$ cat src/rtl/multicycle_control_fsm_pkg.sv
// Shared types for the multicycle RV32I control FSM: states, opcodes and the
// datapath select encodings that the FSM drives.
package multicycle_control_fsm_pkg;

  typedef enum logic [1:0] {
    ALU_OP__ADD                = 2'b00,
    ALU_OP__BRANCH             = 2'b01,
    ALU_OP__REGISTER_OPERATION = 2'b10,
    ALU_OP__UNSET              = 2'b11
  } alu_op_t;

  typedef enum logic [3:0] {
    ST_FETCH,
    ST_DECODE,
    ST_MEM_ADR,
    ST_MEM_READ,
    ST_MEM_WB,
    ST_MEM_WRITE,
    ST_EXEC_R,
    ST_EXEC_I,
    ST_LUI,
    ST_AUIPC,
    ST_ALU_WB,
    ST_JAL,
    ST_JALR,
    ST_JALR_PC,
    ST_BRANCH,
    ST_TRAP
  } ctrl_state_t;

  typedef enum logic [1:0] {
    RS_ALU_OUT    = 2'b00,
    RS_MEM_DATA   = 2'b01,
    RS_ALU_RESULT = 2'b10
  } result_src_t;

  typedef enum logic [1:0] {
    SRC_A_PC     = 2'b00,
    SRC_A_OLD_PC = 2'b01,
    SRC_A_RS1    = 2'b10,
    SRC_A_ZERO   = 2'b11
  } alu_src_a_t;

  typedef enum logic [1:0] {
    SRC_B_RS2  = 2'b00,
    SRC_B_IMM  = 2'b01,
    SRC_B_FOUR = 2'b10
  } alu_src_b_t;

  localparam logic [6:0] OPC_LOAD   = 7'b0000011;
  localparam logic [6:0] OPC_STORE  = 7'b0100011;
  localparam logic [6:0] OPC_OP     = 7'b0110011;
  localparam logic [6:0] OPC_OP_IMM = 7'b0010011;
  localparam logic [6:0] OPC_JAL    = 7'b1101111;
  localparam logic [6:0] OPC_JALR   = 7'b1100111;
  localparam logic [6:0] OPC_BRANCH = 7'b1100011;
  localparam logic [6:0] OPC_LUI    = 7'b0110111;
  localparam logic [6:0] OPC_AUIPC  = 7'b0010111;

  // States that hold a memory request open and therefore feed the timeout counter.
  function automatic logic is_mem_wait(input ctrl_state_t s);
    return (s == ST_FETCH) || (s == ST_MEM_READ) || (s == ST_MEM_WRITE);
  endfunction

endpackage

$ cat src/rtl/multicycle_control_fsm_if.sv
// Control bundle between the multicycle datapath (master) and its control FSM (slave).
interface multicycle_control_fsm_if;
  import multicycle_control_fsm_pkg::*;

  logic [6:0]  opcode;
  logic [2:0]  funct3;
  logic        zero;
  logic        mem_ready;

  // mem_read/mem_write stay high until mem_ready is sampled high on a rising
  // edge; that edge completes the transfer. mem_ready is ignored otherwise.
  logic        pc_write;
  logic        adr_src;
  logic        mem_read;
  logic        mem_write;
  logic        ir_write;
  logic        reg_write;
  result_src_t result_src;
  alu_src_a_t  alu_src_a;
  alu_src_b_t  alu_src_b;
  alu_op_t     alu_op;
  logic        illegal_instr;
  logic        mem_timeout;

  modport master (
    output opcode, funct3, zero, mem_ready,
    input  pc_write, adr_src, mem_read, mem_write, ir_write, reg_write,
    input  result_src, alu_src_a, alu_src_b, alu_op, illegal_instr, mem_timeout
  );

  modport slave (
    input  opcode, funct3, zero, mem_ready,
    output pc_write, adr_src, mem_read, mem_write, ir_write, reg_write,
    output result_src, alu_src_a, alu_src_b, alu_op, illegal_instr, mem_timeout
  );

endinterface

$ cat src/rtl/multicycle_control_fsm_branch_cond.sv
// Branch-taken decision from funct3 and the ALU zero flag. For the 1xx class the
// ALU produces an SLT/SGE-style result, so "taken" means that result is nonzero.
module multicycle_control_fsm_branch_cond (
  input  logic [2:0] funct3_i,
  input  logic       zero_i,
  output logic       taken_o
);

  always_comb begin
    taken_o = 1'b0;
    casez (funct3_i)
      3'b000:  taken_o = zero_i;
      3'b001:  taken_o = !zero_i;
      3'b1??:  taken_o = !zero_i;
      default: taken_o = 1'b0;
    endcase
  end

endmodule

$ cat src/rtl/multicycle_control_fsm.sv
// Main control FSM of the multicycle RV32I core: sequences each instruction,
// drives datapath selects/enables and the memory request, and raises sticky traps.
module multicycle_control_fsm
  import multicycle_control_fsm_pkg::*;
#(
  parameter int unsigned MEM_TIMEOUT = 16,
  localparam int unsigned CNT_W = (MEM_TIMEOUT > 0) ? $clog2(MEM_TIMEOUT + 1) : 1
) (
  input  logic                     clk,
  input  logic                     reset,
  multicycle_control_fsm_if.slave  bus,
  output ctrl_state_t              state_o,
  output logic [CNT_W-1:0]         tmo_cnt_o
);

  ctrl_state_t      state_q, state_d;
  logic [CNT_W-1:0] cnt_q, cnt_d;
  logic             illegal_q, illegal_d;
  logic             tmo_q, tmo_d;
  logic             taken;
  logic             waiting;
  logic             cnt_hit;
  logic [CNT_W-1:0] cnt_inc;

  multicycle_control_fsm_branch_cond u_branch_cond (
    .funct3_i (bus.funct3),
    .zero_i   (bus.zero),
    .taken_o  (taken)
  );

  always_ff @(posedge clk or posedge reset) begin
    if (reset) begin
      state_q   <= ST_FETCH;
      cnt_q     <= '0;
      illegal_q <= 1'b0;
      tmo_q     <= 1'b0;
    end else begin
      state_q   <= state_d;
      cnt_q     <= cnt_d;
      illegal_q <= illegal_d;
      tmo_q     <= tmo_d;
    end
  end

  // A cycle with mem_ready high never counts, so a late ready beats the timeout.
  assign waiting = is_mem_wait(state_q) && !bus.mem_ready;
  assign cnt_inc = cnt_q + CNT_W'(1);
  assign cnt_hit = (MEM_TIMEOUT != 0) && waiting && (cnt_inc == CNT_W'(MEM_TIMEOUT));

  always_comb begin
    state_d   = state_q;
    illegal_d = illegal_q;
    tmo_d     = tmo_q;
    unique case (state_q)
      ST_FETCH:     if (bus.mem_ready) state_d = ST_DECODE;
      ST_DECODE: begin
        case (bus.opcode)
          OPC_LOAD, OPC_STORE: state_d = ST_MEM_ADR;
          OPC_OP:              state_d = ST_EXEC_R;
          OPC_OP_IMM:          state_d = ST_EXEC_I;
          OPC_JAL:             state_d = ST_JAL;
          OPC_JALR:            state_d = ST_JALR;
          OPC_BRANCH:          state_d = ST_BRANCH;
          OPC_LUI:             state_d = ST_LUI;
          OPC_AUIPC:           state_d = ST_AUIPC;
          default: begin
            state_d   = ST_TRAP;
            illegal_d = 1'b1;
          end
        endcase
      end
      ST_MEM_ADR:   state_d = (bus.opcode == OPC_LOAD) ? ST_MEM_READ : ST_MEM_WRITE;
      ST_MEM_READ:  if (bus.mem_ready) state_d = ST_MEM_WB;
      ST_MEM_WB:    state_d = ST_FETCH;
      ST_MEM_WRITE: if (bus.mem_ready) state_d = ST_FETCH;
      ST_EXEC_R, ST_EXEC_I, ST_LUI, ST_AUIPC, ST_JAL, ST_JALR_PC:
                    state_d = ST_ALU_WB;
      ST_JALR:      state_d = ST_JALR_PC;
      ST_ALU_WB:    state_d = ST_FETCH;
      ST_BRANCH:    state_d = ST_FETCH;
      ST_TRAP:      state_d = ST_TRAP;
    endcase
    if (cnt_hit) begin
      state_d = ST_TRAP;
      tmo_d   = 1'b1;
    end
  end

  always_comb begin
    cnt_d = cnt_q;
    if (state_d != state_q) begin
      cnt_d = '0;
    end else if ((MEM_TIMEOUT != 0) && waiting) begin
      cnt_d = cnt_inc;
    end
  end

  // Outputs fall back to idle values while reset is high so a request in
  // flight is withdrawn immediately rather than at the next edge.
  always_comb begin
    bus.pc_write   = 1'b0;
    bus.adr_src    = 1'b0;
    bus.mem_read   = 1'b0;
    bus.mem_write  = 1'b0;
    bus.ir_write   = 1'b0;
    bus.reg_write  = 1'b0;
    bus.result_src = RS_ALU_OUT;
    bus.alu_src_a  = SRC_A_PC;
    bus.alu_src_b  = SRC_B_RS2;
    bus.alu_op     = ALU_OP__ADD;
    if (!reset) begin
      unique case (state_q)
        ST_FETCH: begin
          bus.mem_read   = 1'b1;
          bus.alu_src_b  = SRC_B_FOUR;
          bus.result_src = RS_ALU_RESULT;
          bus.ir_write   = bus.mem_ready;
          bus.pc_write   = bus.mem_ready;
        end
        ST_DECODE: begin
          bus.alu_src_a = SRC_A_OLD_PC;
          bus.alu_src_b = SRC_B_IMM;
        end
        ST_MEM_ADR, ST_JALR: begin
          bus.alu_src_a = SRC_A_RS1;
          bus.alu_src_b = SRC_B_IMM;
        end
        ST_MEM_READ: begin
          bus.adr_src  = 1'b1;
          bus.mem_read = 1'b1;
        end
        ST_MEM_WB: begin
          bus.result_src = RS_MEM_DATA;
          bus.reg_write  = 1'b1;
        end
        ST_MEM_WRITE: begin
          bus.adr_src   = 1'b1;
          bus.mem_write = 1'b1;
        end
        ST_EXEC_R: begin
          bus.alu_src_a = SRC_A_RS1;
          bus.alu_op    = ALU_OP__REGISTER_OPERATION;
        end
        ST_EXEC_I: begin
          bus.alu_src_a = SRC_A_RS1;
          bus.alu_src_b = SRC_B_IMM;
          bus.alu_op    = ALU_OP__UNSET;
        end
        ST_LUI: begin
          bus.alu_src_a = SRC_A_ZERO;
          bus.alu_src_b = SRC_B_IMM;
        end
        ST_AUIPC: begin
          bus.alu_src_a = SRC_A_OLD_PC;
          bus.alu_src_b = SRC_B_IMM;
        end
        ST_ALU_WB:      bus.reg_write = 1'b1;
        ST_JAL, ST_JALR_PC: begin
          bus.alu_src_a = SRC_A_OLD_PC;
          bus.alu_src_b = SRC_B_FOUR;
          bus.pc_write  = 1'b1;
        end
        ST_BRANCH: begin
          bus.alu_src_a = SRC_A_RS1;
          bus.alu_op    = ALU_OP__BRANCH;
          bus.pc_write  = taken;
        end
        default: ;
      endcase
    end
  end

  assign bus.illegal_instr = illegal_q;
  assign bus.mem_timeout   = tmo_q;
  assign state_o           = state_q;
  assign tmo_cnt_o         = cnt_q;

endmodule

$ cat src/flat_wrapper.sv
// flat-port wrapper written by rule: the top's interface ports become plain ports
module multicycle_control_fsm_flat import multicycle_control_fsm_pkg::*;
#(
  parameter int unsigned MEM_TIMEOUT = 16,
  localparam int unsigned CNT_W = (MEM_TIMEOUT > 0) ? $clog2(MEM_TIMEOUT + 1) : 1
)
  (clk, reset, state_o, tmo_cnt_o, bus_opcode, bus_funct3, bus_zero, bus_mem_ready, bus_pc_write, bus_adr_src, bus_mem_read, bus_mem_write, bus_ir_write, bus_reg_write, bus_result_src, bus_alu_src_a, bus_alu_src_b, bus_alu_op, bus_illegal_instr, bus_mem_timeout);
  multicycle_control_fsm_if bus_i ();
  input  logic clk;
  input  logic reset;
  output ctrl_state_t state_o;
  output logic [CNT_W-1:0] tmo_cnt_o;
  input wire logic [$bits(bus_i.opcode)-1:0] bus_opcode;
  input wire logic [$bits(bus_i.funct3)-1:0] bus_funct3;
  input wire logic [$bits(bus_i.zero)-1:0] bus_zero;
  input wire logic [$bits(bus_i.mem_ready)-1:0] bus_mem_ready;
  output wire logic [$bits(bus_i.pc_write)-1:0] bus_pc_write;
  output wire logic [$bits(bus_i.adr_src)-1:0] bus_adr_src;
  output wire logic [$bits(bus_i.mem_read)-1:0] bus_mem_read;
  output wire logic [$bits(bus_i.mem_write)-1:0] bus_mem_write;
  output wire logic [$bits(bus_i.ir_write)-1:0] bus_ir_write;
  output wire logic [$bits(bus_i.reg_write)-1:0] bus_reg_write;
  output wire logic [$bits(bus_i.result_src)-1:0] bus_result_src;
  output wire logic [$bits(bus_i.alu_src_a)-1:0] bus_alu_src_a;
  output wire logic [$bits(bus_i.alu_src_b)-1:0] bus_alu_src_b;
  output wire logic [$bits(bus_i.alu_op)-1:0] bus_alu_op;
  output wire logic [$bits(bus_i.illegal_instr)-1:0] bus_illegal_instr;
  output wire logic [$bits(bus_i.mem_timeout)-1:0] bus_mem_timeout;
  assign bus_i.opcode = bus_opcode;
  assign bus_i.funct3 = bus_funct3;
  assign bus_i.zero = bus_zero;
  assign bus_i.mem_ready = bus_mem_ready;
  assign bus_pc_write = bus_i.pc_write;
  assign bus_adr_src = bus_i.adr_src;
  assign bus_mem_read = bus_i.mem_read;
  assign bus_mem_write = bus_i.mem_write;
  assign bus_ir_write = bus_i.ir_write;
  assign bus_reg_write = bus_i.reg_write;
  assign bus_result_src = bus_i.result_src;
  assign bus_alu_src_a = bus_i.alu_src_a;
  assign bus_alu_src_b = bus_i.alu_src_b;
  assign bus_alu_op = bus_i.alu_op;
  assign bus_illegal_instr = bus_i.illegal_instr;
  assign bus_mem_timeout = bus_i.mem_timeout;
  multicycle_control_fsm #(.MEM_TIMEOUT(MEM_TIMEOUT)) u_core (.clk(clk), .reset(reset), .bus(bus_i), .state_o(state_o), .tmo_cnt_o(tmo_cnt_o));
endmodule
$ cat config.mk
export PLATFORM = sky130hd
export DESIGN_NAME = multicycle_control_fsm_flat
export DESIGN_NICKNAME = d
export VERILOG_FILES = /design/src/rtl/multicycle_control_fsm_pkg.sv /design/src/rtl/multicycle_control_fsm_if.sv /design/src/rtl/multicycle_control_fsm_branch_cond.sv /design/src/rtl/multicycle_control_fsm.sv /design/src/flat_wrapper.sv
export SDC_FILE = /design/constraint.sdc
export NUM_CORES = 1
export LEC_CHECK = 0
export ABC_AREA = 1
export BUFFER_PORTS_ARGS = -buffer_cell sky130_fd_sc_hd__buf_2
export CAP_MARGIN = 20
export CORE_MARGIN = 5
export CORE_UTILIZATION = 47
export CTS_BUF_LIST = sky130_fd_sc_hd__clkbuf_4
export CTS_CLUSTER_DIAMETER = 40
export CTS_CLUSTER_SIZE = 28
export DETAILED_ROUTE_END_ITERATION = 8
export MAX_ROUTING_LAYER = met4
export PLACE_DENSITY_LB_ADDON = 0.3
export SYNTH_ARGS = -nofsm -noshare
export SYNTH_HDL_FRONTEND = slang
export SYNTH_SLANG_ARGS = --single-unit
$ cat constraint.sdc
create_clock -name clk -period 1.7 [get_ports clk]
set_clock_uncertainty 0.05 [all_clocks]
set_input_delay 0.255 -clock clk [delete_from_list [all_inputs] [get_ports clk]]
set_output_delay 0.255 -clock clk [all_outputs]
set_load 0.005 [all_outputs]
# == After elaboration in Yosys (flattened, before gate mapping) ==
# Index checks and enable logic that the tools add are counted.
# totals
in_bits,14
regBits,11
# op_classes
n_mux,30
n_bitwise,1
add_sub_neg,1
eq_ne,27
reduce_logical,23
# ops
op,n
4-bit case mux with 9 select lines,1
4-bit == test (second input constant),8
4-bit case mux with 8 select lines,1
7-bit by 6-bit == test with 1-bit output (second input constant),3
7-bit == test (second input constant),3
4-bit by 3-bit == test with 1-bit output (second input constant),4
4-bit two-way mux,4
7-bit by 5-bit == test with 1-bit output (second input constant),2
2-bit case mux with 3 select lines,2
2-bit OR reduction,6
6-bit OR reduction,2
1-bit two-way mux,11
5-bit two-way mux,2
9-bit OR reduction,1
4-bit by 2-bit == test with 1-bit output (second input constant),2
2-bit two-way mux,4
2-bit case mux with 2 select lines,2
7-bit by 2-bit == test with 1-bit output (second input constant),1
3-bit OR reduction,2
5-bit by 1-bit adder with 5-bit output (second input constant),1
5-bit == test (second input constant),1
5-bit OR reduction,1
4-bit by 1-bit == test with 1-bit output (second input constant),1
4-bit zero test,1
other kinds (13),16

# == Depth between registers and ports, before layout ==
# depth
ltp_word,8
mapped_depth,13
depth_no_buf,13

# == Modules after synthesis ==
# Synthesis repeated with hierarchy kept, for this count alone.
# unflattened
hier_cells,192
hier_area_um2,1182.4
# modules_own_cells
mod,n_inst,cells_per_inst,area_each_um2
multicycle_control_fsm,1,183,1147.4
multicycle_control_fsm_branch_cond,1,9,35.0

# == Worst setup path before layout ==
# No wires, ideal clock.
# synth_path
path_kind,reg2reg
startpoint,"reg u_core.state_q[1], in the netlist u_core.state_o[1]"
endpoint,"reg u_core.cnt_q[1], in the netlist u_core.tmo_cnt_o[1]"
t_required_ns,1.564
path_slack_ns,-0.016
n_path_buf,2
arrival_time_ns,1.580
path_stages_with_launch,11
setup_time_ns,0.086
synth_period_minus_slack_ns,1.716
path_cell_list,dfrtp_1 -> buf_6 -> nor2_1 -> nand2_2 -> nand3_2 -> and2_4 -> buf_8 -> nand3_4 -> nand3_2 -> nand3_2 -> nor3_1
# synth_between
elab_chain_cells,8
word_cells_on_any_way,30
# synth_lines
element,line_no,text
from (decl),multicycle_control_fsm.sv:16,"ctrl_state_t state_q, state_d;"
from (signal assigned),multicycle_control_fsm.sv:38,state_q <= state_d;
"parallel branches: the longest is 8 deep, another holds 4-bit case mux with 9 select lines",n/a,
to (signal assigned),multicycle_control_fsm.sv:39,cnt_q <= cnt_d;
to (decl),multicycle_control_fsm.sv:17,"logic [CNT_W-1:0] cnt_q, cnt_d;"
# Several ways; the timed one is not identified.
# A chain may end at the register's enable or synchronous reset.

# == Worst setup path in the final report ==
# layout_path
startpoint,"reg u_core.state_q[2], in the netlist u_core.state_o[2]"
endpoint,out bus_alu_src_a[0]
# layout_between
elab_chain_cells,4
word_cells_on_any_way,14
# layout_lines
element,line_no,text
"4-bit by 2-bit == test with 1-bit output, or another cell as far along",multicycle_control_fsm.sv:112,unique case (state_q)
5-bit OR reduction (no line) / 4-bit OR reduction (equally long branches),n/a,
2-bit case mux with 3 select lines *,multicycle_control_fsm.sv:112,
2-bit two-way mux *,multicycle_control_fsm.sv:111,if (!reset) begin
to (decl),flat_wrapper.sv:24,output wire logic [$bits(bus_i.alu_src_a)-1:0] bus_alu_src_a;
# Mark *: on every way between the ends. The rest lies on a longest branch, timed or not.

==> summary.md <==
| Metric | Value |
|---|---|
| Critical Path AT | approximately 1.7 ns |
| Diode count | 0 |
| First-iteration detailed-routing DRC count | roughly 170 |
| WL/cell | ~17 um |
| Share of the synthesized area in the top cell type | 0.2389 |
| Largest stage delay on the critical path | about 0.47 ns |
| Yosys reg bits | 11 |
| Sequential Power Share | 0.130 |
| Final-report setup violation count | 18 |
| CTS HTree Levels | 1 |
| CP Depth | 7 |
| Leakage | roughly 1.1 nW |
| Row cnt | 18 |
| Worst hold path class | in -> async |
| Initial core utilization | 0.4782 |
| Total CTS buffers | 3 |
| Asr flop ratio synth | 1.000 |
| Sw Pwr | roughly 1.7 mW |
| CP Class | reg -> out |
| Final nets | 300 |
| Die X | slightly below 60 um |
| Final setup TNS | -4.054 ns |
| CP cell instances | inv_2, nor2_2, buf_4, inv_1, a21oi_1, nor3_1, buf_2 |
| Routed WL | around 5200 um |
| RSZ-0062 raised after global routing | yes |
| Commonest cells post-synth | nand2_1 (53), nor2_1 (30), inv_1 (26) |
| Worst slack, placed | -0.1797 ns |
| Die Span Y | a little under 60 um |
| R2R setup slack | -0.28 ns |
| CP Data Required Time | 1.39 ns |
| CTS clk-pin slew, worst paths | approximately 0.080 ns |
| Total track usage | 0.2675 |
| CTS sink cnt | 11 |
| Clock buffer depth | 2 |
| Status | finished, violations left |
| EDFF count, synth | 0 |
| Seq/Total Area, Yosys | 0.2389 |
| WHS | between 0.06 and 0.07 ns |
| CP Max Fanout | 6 |
| Post-cts hold buffer count | 0 |
| Most frequent cell after synthesis | nand2_1 |
| Routability congestion estimate | around 0.92 |
| Worst setup path endpoint | bus_alu_src_a[0] |
| CP max stage cell | dfrtp_2 |
| Comb pwr share | 0.808 |
| Initial antenna violation count | 0 |
| Ranking of synthesized cells by area | dfrtp_1 (24%), nand2_1 (17%), nor2_1 (9.8%) |
| CORE AREA | around 2400 um^2 |
| Worst r2r src | u_core.state_o[1]$_DFF_PP0_ |
| Max_cap viols | 0 |
| Layout cells sized above 1 | 0.5618 |
| DRT Pass-1 Iters | 5 |
| Startpoint Class | flip-flop |
| Root Buffer | clkbuf_4 |
| Fin util | 0.8406 |
| Final hold viol count | 0 |
| CTS tree | built |
| Largest area contributor in the netlist | dfrtp_1 |
| Switching Fraction | 0.5065 |
| Mapped Area | roughly 1200 um^2 |
| Worst setup EP type | primary output |
| First-pass GRT wire length | ~7000 um |
| R2R cell count | 11 |
| Total Power | 3.310 mW |
| GRT overflow | 0 |
| Dominant synthesized flop cell | dfrtp_1 |
| Period utilization | 1.183 |
| Clock network power share | 0.061 |
| Fin. max-slew vios | 0 |
| Full die area | approximately 3500 um^2 |
| Worst slew pin tran | 0.4528 ns |
| Fillers | 170 |
| Synth Area per Inst | a little under 6 um^2 |
| Via count | between 1,500 and 2,000 |
| Yosys warns | 0 |
| PnR worst setup slack | -0.3115 ns |
| Reg2reg end | u_core.tmo_cnt_o[0]$_DFFE_PP0P_ |
| PortBufs | 38 |
| Max_slew headroom | 0.6970 |
| I/O pins | 39 |
| Critical path's top delay family | flip-flops |
| Drc violations | 0 |
| Netlist cell types | 29 |
| Largest net degree at the start of global routing | 15 |
| Achievable frequency | 0.4971 GHz |
| Via density | 5.735 |
| Post-synthesis cell count | just under 200 |
| Area grow syn2layout | 75.79% |
| DPL Wire Length | 2833 um |
| Worst setup path start | u_core.state_o[2]$_DFF_PP0_ |
| Power per cell area | around 1600 nW/um^2 |
| Violated checks | negative setup slack |
| Post-route ant nets | 0 |
| Syn Nets | 210 |
| Final Critical Period | between 2 and 2.5 ns |
| Internal | 1.633 mW |
| CP bufs+invs | 4 |
| Vias in the first global route | between 1,500 and 2,000 |
| Peak VDD IR | approximately 1 mV |
| Clk_lat worst skew | between 0.2 and 0.3 ns |
-- cell type report --
| class | count | area (um^2) | area share |
|---|---|---|---|
| clock buffer | 3 | 22.52 | 0.01112 |
| clock inverter | 1 | 5.005 | 0.002471 |
| inverter | 28 | 112.6 | 0.05559 |
| multi-input combinational | 152 | 972.2 | 0.4799 |
| sequential | 11 | 280.3 | 0.1384 |
| tap | 30 | 37.54 | 0.01853 |
| timing repair buffer | 88 | 595.6 | 0.2940 |
-- cell usage in the layout, fill, tap and decap left out, types with 2 or more instances in the layout --
cell type  synthesis  final
nand2_2            2     15
inv_4              0      3
nand2_4            0      4
nor3_1             8      3
clkbuf_4           0      3
buf_2              0     38
dfrtp_1           11      7
buf_4              0     42
nand3_2            3      2
nand2_1           53     36
inv_2              2      3
o21ai_0            4      2
nand3_4            1      5
nor2_4             0      5
nor2_2             3     12
nor2_1            30     16
inv_1             26     22
buf_6              1      8
nand3_1           21     18
dfrtp_2            0      4
nand4_1            3      3
a21oi_1           10      9
or2_2              2      2
nor3_2             0      4
-- layer usage --
metal,up-vias,part of all wire,track usage
li1,804,-,-
met1,825,0.36,0.3254
met2,133,0.50,0.4462
met3,33,0.084,0.01743
met4,0,0.056,0.1297
met5,-,0,-
-- power by group through the flow --
stage / clock network (mW) / registers [mW] / logic [mW]
6_report: 0.203 / 0.432 / 2.68
3_3_place_gp: 0 / 0.388 / 1.65
4_1_cts: 0.199 / 0.414 / 2.01
5_1_grt: 0.213 / 0.439 / 2.85
3_5_place_dp: 0 / 0.392 / 1.67
2_1_floorplan: 0 / 0.395 / 0.897
-- worst min-delay path by stage --
stage                                                 endpoint  slack, ns  cells after the start
after CTS                      u_core.tmo_cnt_o[3]$_DFFE_PP0P_       0.04                      3
final                          u_core.tmo_cnt_o[3]$_DFFE_PP0P_       0.07                      3
after detailed placement    u_core.bus.mem_timeout$_DFFE_PP0P_       0.34                      3
after floorplan           u_core.bus.illegal_instr$_DFFE_PP0P_       0.07                      1
after global routing           u_core.tmo_cnt_o[2]$_DFFE_PP0P_       0.10                      3
after global placement      u_core.bus.mem_timeout$_DFFE_PP0P_       0.33                      3
-- state kept, by name, summed over array words and instances (netlist names) --
| name | cells |
|---|---|
| u_core.bus.illegal_instr | 1 |
| u_core.bus.mem_timeout | 1 |
| u_core.state_o | 4 |
| u_core.tmo_cnt_o | 5 |
-- tightest hold or removal path, cell delays in order --
cell and delay, ns:
buf_2 0.19, inv_1 0.11, buf_4 0.21
-- cell families after synthesis --
logic type | share of synthesized area
xor gates and xnor gates | 0.01520
adders and majority gates | 0.02171
DFF | 0.2389
AOI/OAI and AO/OA | 0.09339
and+or+nand+nor | 0.5049
buffers and inverters | 0.1173
muxes | 0.008687
-- what timing repair did --
action,CTS,global route
pin swaps,9,18
endpoints found under the setup margin,17,20
setup buffers,6,7
gates resized for setup,35,44
gates cloned,0,0
-- stage by stage --
| stage | cell area (um^2) | instances |
|---|---|---|
| after floorplan | 1155 | 194 |
| after global placement | 1638 | 297 |
| after detailed placement | 1638 | 297 |
| after CTS | 1818 | 307 |
| after global routing | 2026 | 313 |
| final | 2026 | 313 |
Note: power is estimated with default switching activity, not from simulation.
